[src/rtl/hazard_pkg.sv]
// hazard_pkg: shared types and parameter defaults for the hazard/forwarding unit.
//   DATA_W_DEF / RA_W_DEF / DEPTH_DEF / CNT_W_DEF : defaults for the top-level parameters.
//   RA_W_MAX    : widest register address a table entry can hold.
//   tbl_entry_t : one tracking-table entry {valid, wreg, load, dest}.
package hazard_pkg;

    localparam int unsigned DATA_W_DEF = 32;
    localparam int unsigned RA_W_DEF   = 4;
    localparam int unsigned DEPTH_DEF  = 3;
    localparam int unsigned CNT_W_DEF  = 16;

    // Entries store dest at a fixed width so the struct needs no parameters; narrower
    // addresses are zero-extended on the way in and compared at this width.
    localparam int unsigned RA_W_MAX = 8;

    typedef logic [RA_W_MAX-1:0] reg_addr_t;

    typedef struct packed {
        logic      valid;
        logic      wreg;
        logic      load;
        reg_addr_t dest;
    } tbl_entry_t;

    localparam tbl_entry_t BUBBLE = '0;

endpackage

[src/rtl/fwd_mux.sv]
// fwd_mux: picks the youngest in-flight result for one source operand.
//   ent_valid/ent_wreg : per-stage valid and writes-register flags (bit k = stage k).
//   ent_dest           : per-stage destination addresses, DEST_W bits per stage.
//   src                : source register being read in decode.
//   stg_res            : per-stage results, DATA_W bits per stage.
//   rf_data            : register-file data used when no stage matches.
//   opnd               : selected operand.
module fwd_mux #(
    parameter int unsigned DATA_W = 32,
    parameter int unsigned DEST_W = 8,
    parameter int unsigned DEPTH  = 3
) (
    input  logic [DEPTH-1:0]        ent_valid,
    input  logic [DEPTH-1:0]        ent_wreg,
    input  logic [DEPTH*DEST_W-1:0] ent_dest,
    input  logic [DEST_W-1:0]       src,
    input  logic [DEPTH*DATA_W-1:0] stg_res,
    input  logic [DATA_W-1:0]       rf_data,
    output logic [DATA_W-1:0]       opnd
);

    logic found;

    // Stage 0 is the youngest producer, so the first hit in ascending order wins.
    always_comb begin
        opnd  = rf_data;
        found = 1'b0;
        for (int unsigned k = 0; k < DEPTH; k++) begin
            if (!found && ent_valid[k] && ent_wreg[k] &&
                (ent_dest[k*DEST_W +: DEST_W] == src)) begin
                opnd  = stg_res[k*DATA_W +: DATA_W];
                found = 1'b1;
            end
        end
    end

endmodule

[src/rtl/hazard_forward_unit.sv]
// hazard_forward_unit: load-use stall detection and operand forwarding for an in-order pipe.
//   clk, rst (async, active low)
//   id_*            : decode-stage instruction (valid, wreg, load, dest, sources and use flags)
//   rf_a, rf_b      : register-file read data
//   stg_res         : current result of each tracked stage (slot 0 = execute)
//   jump            : taken branch resolved in stage 0; drops the decode instruction
//   cnt_clr         : synchronous clear of the performance counters
//   opnd_a, opnd_b  : forwarded operands
//   stall, issue    : hold decode / decode instruction enters stage 0
//   stall_cnt, flush_cnt : saturating performance counters
module hazard_forward_unit
    import hazard_pkg::*;
#(
    parameter int unsigned DATA_W = DATA_W_DEF,
    parameter int unsigned RA_W   = RA_W_DEF,
    parameter int unsigned DEPTH  = DEPTH_DEF,
    parameter int unsigned CNT_W  = CNT_W_DEF
) (
    input  logic                    clk,
    input  logic                    rst,
    input  logic                    id_valid,
    input  logic                    id_wreg,
    input  logic                    id_load,
    input  logic [RA_W-1:0]         id_dest,
    input  logic [RA_W-1:0]         id_ra,
    input  logic [RA_W-1:0]         id_rb,
    input  logic                    id_use_a,
    input  logic                    id_use_b,
    input  logic [DATA_W-1:0]       rf_a,
    input  logic [DATA_W-1:0]       rf_b,
    input  logic [DEPTH*DATA_W-1:0] stg_res,
    input  logic                    jump,
    input  logic                    cnt_clr,
    output logic [DATA_W-1:0]       opnd_a,
    output logic [DATA_W-1:0]       opnd_b,
    output logic                    stall,
    output logic                    issue,
    output logic [CNT_W-1:0]        stall_cnt,
    output logic [CNT_W-1:0]        flush_cnt
);

    tbl_entry_t                table_q [DEPTH];
    tbl_entry_t                table_d [DEPTH];
    reg_addr_t                 ra_ext;
    reg_addr_t                 rb_ext;
    logic                      hazard_a;
    logic                      hazard_b;
    logic                      stall_raw;
    logic [DEPTH-1:0]          ent_valid;
    logic [DEPTH-1:0]          ent_wreg;
    logic [DEPTH*RA_W_MAX-1:0] ent_dest;
    logic [CNT_W-1:0]          stall_cnt_q, stall_cnt_d;
    logic [CNT_W-1:0]          flush_cnt_q, flush_cnt_d;
    logic                      unused_last_load;

    assign ra_ext = reg_addr_t'(id_ra);
    assign rb_ext = reg_addr_t'(id_rb);

    // Only a load in stage 0 has no result yet; every later producer can be forwarded.
    assign hazard_a  = id_use_a && (ra_ext == table_q[0].dest);
    assign hazard_b  = id_use_b && (rb_ext == table_q[0].dest);
    assign stall_raw = id_valid && !jump && table_q[0].valid && table_q[0].wreg &&
                       table_q[0].load && (hazard_a || hazard_b);

    // Keep decode quiet while reset is held, even with a valid instruction presented.
    assign stall = rst && stall_raw;
    assign issue = rst && id_valid && !stall_raw && !jump;

    // The oldest entry leaves the table, so its load flag is never consulted.
    assign unused_last_load = table_q[DEPTH-1].load;

    always_comb begin
        table_d[0] = BUBBLE;
        if (issue) begin
            table_d[0].valid = 1'b1;
            table_d[0].wreg  = id_wreg;
            table_d[0].load  = id_load;
            table_d[0].dest  = reg_addr_t'(id_dest);
        end
        for (int unsigned k = 1; k < DEPTH; k++) begin
            table_d[k] = table_q[k-1];
        end
    end

    always_comb begin
        ent_valid = '0;
        ent_wreg  = '0;
        ent_dest  = '0;
        for (int unsigned k = 0; k < DEPTH; k++) begin
            ent_valid[k]                        = table_q[k].valid;
            ent_wreg[k]                         = table_q[k].wreg;
            ent_dest[k*RA_W_MAX +: RA_W_MAX]    = table_q[k].dest;
        end
    end

    fwd_mux #(
        .DATA_W (DATA_W),
        .DEST_W (RA_W_MAX),
        .DEPTH  (DEPTH)
    ) u_fwd_a (
        .ent_valid (ent_valid),
        .ent_wreg  (ent_wreg),
        .ent_dest  (ent_dest),
        .src       (ra_ext),
        .stg_res   (stg_res),
        .rf_data   (rf_a),
        .opnd      (opnd_a)
    );

    fwd_mux #(
        .DATA_W (DATA_W),
        .DEST_W (RA_W_MAX),
        .DEPTH  (DEPTH)
    ) u_fwd_b (
        .ent_valid (ent_valid),
        .ent_wreg  (ent_wreg),
        .ent_dest  (ent_dest),
        .src       (rb_ext),
        .stg_res   (stg_res),
        .rf_data   (rf_b),
        .opnd      (opnd_b)
    );

    // Saturating counters; clear wins over increment.
    always_comb begin
        stall_cnt_d = stall_cnt_q;
        flush_cnt_d = flush_cnt_q;
        if (cnt_clr) begin
            stall_cnt_d = '0;
            flush_cnt_d = '0;
        end else begin
            if (stall && !(&stall_cnt_q)) begin
                stall_cnt_d = stall_cnt_q + CNT_W'(1);
            end
            if (jump && !(&flush_cnt_q)) begin
                flush_cnt_d = flush_cnt_q + CNT_W'(1);
            end
        end
    end

    always_ff @(posedge clk or negedge rst) begin
        if (!rst) begin
            for (int unsigned k = 0; k < DEPTH; k++) begin
                table_q[k] <= BUBBLE;
            end
            stall_cnt_q <= '0;
            flush_cnt_q <= '0;
        end else begin
            for (int unsigned k = 0; k < DEPTH; k++) begin
                table_q[k] <= table_d[k];
            end
            stall_cnt_q <= stall_cnt_d;
            flush_cnt_q <= flush_cnt_d;
        end
    end

    assign stall_cnt = stall_cnt_q;
    assign flush_cnt = flush_cnt_q;

endmodule

[config.mk]
export PLATFORM = sky130hd
export DESIGN_NAME = hazard_forward_unit
export DESIGN_NICKNAME = d
export VERILOG_FILES = /design/src/rtl/hazard_pkg.sv /design/src/rtl/fwd_mux.sv /design/src/rtl/hazard_forward_unit.sv
export SDC_FILE = /design/constraint.sdc
export NUM_CORES = 1
export LEC_CHECK = 0
export BUFFER_PORTS_ARGS = -buffer_cell sky130_fd_sc_hd__buf_2
export CAP_MARGIN = 25
export CORE_MARGIN = 1
export CORE_UTILIZATION = 25
export CTS_CLUSTER_DIAMETER = 100
export DETAILED_ROUTE_END_ITERATION = 12
export PLACE_DENSITY_LB_ADDON = 0.15
export SYNTH_ARGS = -nofsm -noshare
export SYNTH_HDL_FRONTEND = slang
export SYNTH_SLANG_ARGS = --single-unit
[constraint.sdc]
create_clock -name clk -period 1.9 [get_ports clk]
set_input_delay 0.285 -clock clk [delete_from_list [all_inputs] [get_ports clk]]
set_output_delay 0.285 -clock clk [all_outputs]
set_load 0.02 [all_outputs]
Yosys cells after proc, flatten, opt, wreduce, memory -nomap -nowiden --
Cells that the tools add are included.
Cells by class: add/subtract/negate cells 2, equality and inequality tests 8, mux-type cells 15, reductions and logical operators 41
Operators by type and width (count):
- 2-to-1 mux 32 bit | 6
- 2-to-1 mux 16 bit | 4
- == test 8 x 4 -> 1 bit | 6
- adder 16 x 1 -> 16 bit (second input constant) | 2
- AND reduction 16 bit | 2
- logical AND 1 bit | 28
- == test 4 x 8 -> 1 bit | 2
- 2-to-1 mux 11 bit | 1
- zero test 1 bit | 8
- 2-to-1 mux 1 bit | 4
- nonzero test 2 bit | 2
- logical OR 1 bit | 1
Storage, ports and cells: register bits after elaboration 63, input port bits 181, output and inout port bits 98

Longest topological paths before layout --
depth in word-level cells 13, depth in mapped cells 8, mapped depth without buffers 7

By module --
From an unflattened synthesis, not the netlist that was laid out.
Unflattened totals: cells, all modules 760, area total of the unflattened synthesis 5551.6 um^2
Modules (own cells, without submodules):
- fwd_mux | times used 2, cells an instance 265, area an instance 1576.5 um^2, seq. area each 0.0 um^2
- hazard_forward_unit | times used 1, cells an instance 230, area an instance 2398.6 um^2, seq. area each 1276.2 um^2

Least setup slack after synthesis --
No wires, ideal clock.
path type register -> output, start point register table_q (netlist bit ent_dest[1]), end point output opnd_b[20], data arrival time 2085 ps, slack -470 ps, cell stages (with the launch flop) 8, buffers on the path 1, cells stage by stage dfrtp_1 -> xor2_1 -> nor4_2 -> nand2_1 -> nand2b_1 -> buf_2 -> nor2_1 -> o32ai_1
Between the ends: cells in the longest elaborated chain, start to end 13
Ends and longest elaborated chain:
- start, declared | line hazard_forward_unit.sv:42 | tbl_entry_t table_q [DEPTH];
- start signal, assigned by index | line hazard_forward_unit.sv:150 | table_q[k] <= table_d[k];
- == test 8 x 4 -> 1 bit * | line fwd_mux.sv:30 | (ent_dest[k*DEST_W +: DEST_W] == src)) begin
- logical AND 1 bit * | line fwd_mux.sv:29 | if (!found && ent_valid[k] && ent_wreg[k] &&
- 2-to-1 mux 1 bit | line fwd_mux.sv:29
- zero test 1 bit | line fwd_mux.sv:29
- logical AND 1 bit (3 in series) | line fwd_mux.sv:29
- 2-to-1 mux 1 bit | line fwd_mux.sv:29
- zero test 1 bit | line fwd_mux.sv:29
- logical AND 1 bit (3 in series) | line fwd_mux.sv:29
- 2-to-1 mux 32 bit * | line fwd_mux.sv:29
- end, declared | line hazard_forward_unit.sv:35 | output logic [DATA_W-1:0] opnd_b,
Every way passes the cells marked *; elsewhere a longest branch is shown, timed or not.

Worst setup path after layout --
start point register table_q (netlist bit ent_dest[2]), end point output opnd_a[30]
Between the ends: cells in the longest elaborated chain, start to end 13
Ends and longest elaborated chain:
- == test 8 x 4 -> 1 bit * | line fwd_mux.sv:30
- logical AND 1 bit * | line fwd_mux.sv:29
- 2-to-1 mux 1 bit | line fwd_mux.sv:29
- zero test 1 bit | line fwd_mux.sv:29
- logical AND 1 bit (3 in series) | line fwd_mux.sv:29
- 2-to-1 mux 1 bit | line fwd_mux.sv:29
- zero test 1 bit | line fwd_mux.sv:29
- logical AND 1 bit (3 in series) | line fwd_mux.sv:29
- 2-to-1 mux 32 bit * | line fwd_mux.sv:29
- end, declared | line hazard_forward_unit.sv:34 | output logic [DATA_W-1:0] opnd_a,
Marks and branches as above.

==> results_dict.tcl <==
set metrics [dict create \
    finalHoldViolations 0 \
    finalCriticalPeriod_ns 2.591 \
    fp.dieArea_sq_um 17180 \
    path_class "reg2out" \
    place_area_sq_um 7566 \
    dp_hpwl_mm 15.34 \
    wl_mm 21.36 \
    peakVddDrop_uv 455.8 \
    io_buffers 278 \
    hold_class "in2async" \
    finalSetupViolCount 81 \
    clock-root-buffer "clkbuf_16" \
    detail-route-antenna-nets 0 \
    fmax_mhz 386.0 \
    vias 5823 \
    power_mw 3.042 \
    pin_count 279 \
    post_drt_wl_per_cell_um 18.87 \
    layout_commonest_cell "buf_2" \
    grt_max_degree 52 \
    relSlewSlack 0.5652 \
    grt_antenna_before_repair 1 \
    synth_seq_cells 51 \
    synthesis.nets 750 \
    die-width_um 131.1 \
    worstSetupEndpointType "primary output" \
    tightestPinTransition_ns 0.6523 \
    grt_pass1_wl_mm 29.46 \
    start_util 0.2593 \
    clock-sinks 51 \
    numCtsBuffers 5 \
    nNetsFinal 1098 \
    period_share 1.364 \
    synth_area_sq_um 4164 \
    violations "negative setup slack" \
    clkTransAtPathRegs_ns 0.07 \
    cp.arrival_ns 2.31 \
    core_sq_um 16060 \
    status "complete, but fails checks" \
    vias_per_cell 5.144 \
    cp_max_fo 6 \
    ys_types 39 \
    p_leak_nw 4.140 \
    post_synth.cell_area_avg_sq_um 7.344 \
    finalMaxSlewViolations 0 \
    drc 0 \
    yosysWarningCount 0 \
    setup_ws_ns -0.6907 \
    fill_cells 1404 \
    p_per_area_nw_per_um2 331.7 \
    syn2layout_area_growth_pct 120.3 \
    drive_above_1_share 0.6142 \
    clockBufferDepth 2 \
    die_height_um 131.1 \
    synth_edf_count 0 \
    gp_congestion 0.8069 \
    worstSkewPairLatency_ns 0.28 \
    grt-ovfl-total 0 \
    netlist_instances 567 \
    fin_area_sq_um 9171 \
    tritoncts "yes" \
    critPathRequiredTime_ns 1.62 \
    synth-async-reset-ratio 1.000 \
    cap_violations 0 \
    grt.total_usage 0.2238 \
    holdWs_ns 0.1453 \
    drtIter0Drc 192 \
    rsz0062_at_grt "yes" \
    cts-htree-levels 2 \
    first_pass_iters 5 \
    rows 46 \
    crit_path_start_kind "flop" \
    final_cell_mix "buf_2, nor2_1, buf_6" \
    finClkSkew_ns 0.008057 \
    ys_seq_area_frac 0.3065 \
    ys.flop_type "dfrtp_1" \
    grt_pass1_vias 5497 \
]
[flip-flops by register name (all words and copies together) (netlist names)]
signal,cells
ent_valid,3
ent_dest,12
stall_cnt,16
table_d,1
ent_wreg,3
flush_cnt,16
[kinds of logic after synthesis]
logic type,share of synthesized area
and+or+nand+nor,0.2746
DFF,0.3065
xor gates and xnor gates,0.09676
AOI/OAI and AO/OA,0.2374
adders and majority gates,0.006009
buffers and inverters,0.06881
muxes,0.009916
[worst paths after layout]
kind	from	endpoint	slack, ns	depth (start not counted)
min in group clk	id_dest[0]	ent_dest[0]	0.23	2
hold / removal	rst	flush_cnt[9]	0.15	2
max in group asynchronous	rst	ent_dest[0]	1.28	2
setup / recovery	ent_dest[2]	opnd_a[30]	-0.69	9
hold reg to reg	ent_wreg[1]	ent_wreg[2]	0.37	0
setup reg to reg	ent_dest[1]	stall_cnt[15]	-0.25	9
[layer usage]
metal	wire length [um]	vias to the layer above	track usage
li1	-	2711	-
met1	8425	2863	0.2721
met2	11370	220	0.4211
met3	1211	29	0.03287
met4	348	0	0.03516
met5	0	-	0
[what timing repair did]
item,CTS,global route
gates resized for setup,210,76
endpoints found under the setup margin,89,92
hold buffers,0,0
pin swaps,29,31
setup buffers,12,8
cloned,5,7
[metrics by stage]
stage | utilization | std cells | TNS [ns] | setup slack, ns
final | 0.5711 | 1132 | -42.53 | -0.6907
after global routing | 0.5711 | 1132 | -51.18 | -0.7730
after CTS | 0.5389 | 1117 | -43.80 | -0.7227
after detailed placement | 0.4712 | 1093 | -35.68 | -0.5360
after global placement | 0.4712 | 1093 | -32.16 | -0.4927
after floorplan | - | 567 | -10.46 | -0.1719
[cells in the mapped netlist, types with 3 or more instances]
library cell,number,share of area
clkbuf_1,22,0.020
and3_1,9,0.014
xor2_1,27,0.057
or3_1,6,0.0090
dfrtp_1,51,0.31
buf_2,13,0.016
nand3_1,16,0.019
nor2b_1,4,0.0060
xnor2_1,19,0.040
o32ai_1,61,0.13
nor2_1,157,0.14
nand4_1,12,0.018
o21ai_0,7,0.0084
nand3b_1,3,0.0054
a21oi_1,66,0.079
a31oi_1,4,0.0060
inv_1,35,0.032
nand2_1,17,0.015
and2_1,9,0.014
o22ai_1,3,0.0045
mux2i_1,3,0.0072
[power breakdown]
| group | total, mW | leakage [nW] | switching, mW | internal (mW) |
|---|---|---|---|---|
| clock | 0.888 | 0.0727 | 0.373 | 0.515 |
| combinational | 1.04 | 3.36 | 0.491 | 0.548 |
| sequential | 1.11 | 0.704 | 0.0135 | 1.10 |
| total | 3.04 | 4.14 | 0.878 | 2.16 |
[layout make-up]
cell class | instances | area (sq um) | area share
well taps | 216 | 270.3 | 0.02947
clock buffers | 6 | 138.9 | 0.01514
inverters | 35 | 131.4 | 0.01432
multi-input cells | 445 | 4328 | 0.4719
repair buffers | 377 | 3018 | 0.3291
flip-flops and latches | 51 | 1277 | 0.1393
clock inverters | 1 | 5.005 | 0.0005457
diodes | 1 | 2.502 | 0.0002729
[critical path: stages (launching register included)]
cell      delay (ns)
dfrtp_1         0.43
xor2_2          0.17
nor4_4          0.37
a2111o_1        0.24
buf_12          0.16
buf_12          0.13
nor2_2          0.03
a31oi_1         0.18
a31oi_2         0.13
buf_4           0.18
No activity file was read; power rests on OpenSTA's default activity.
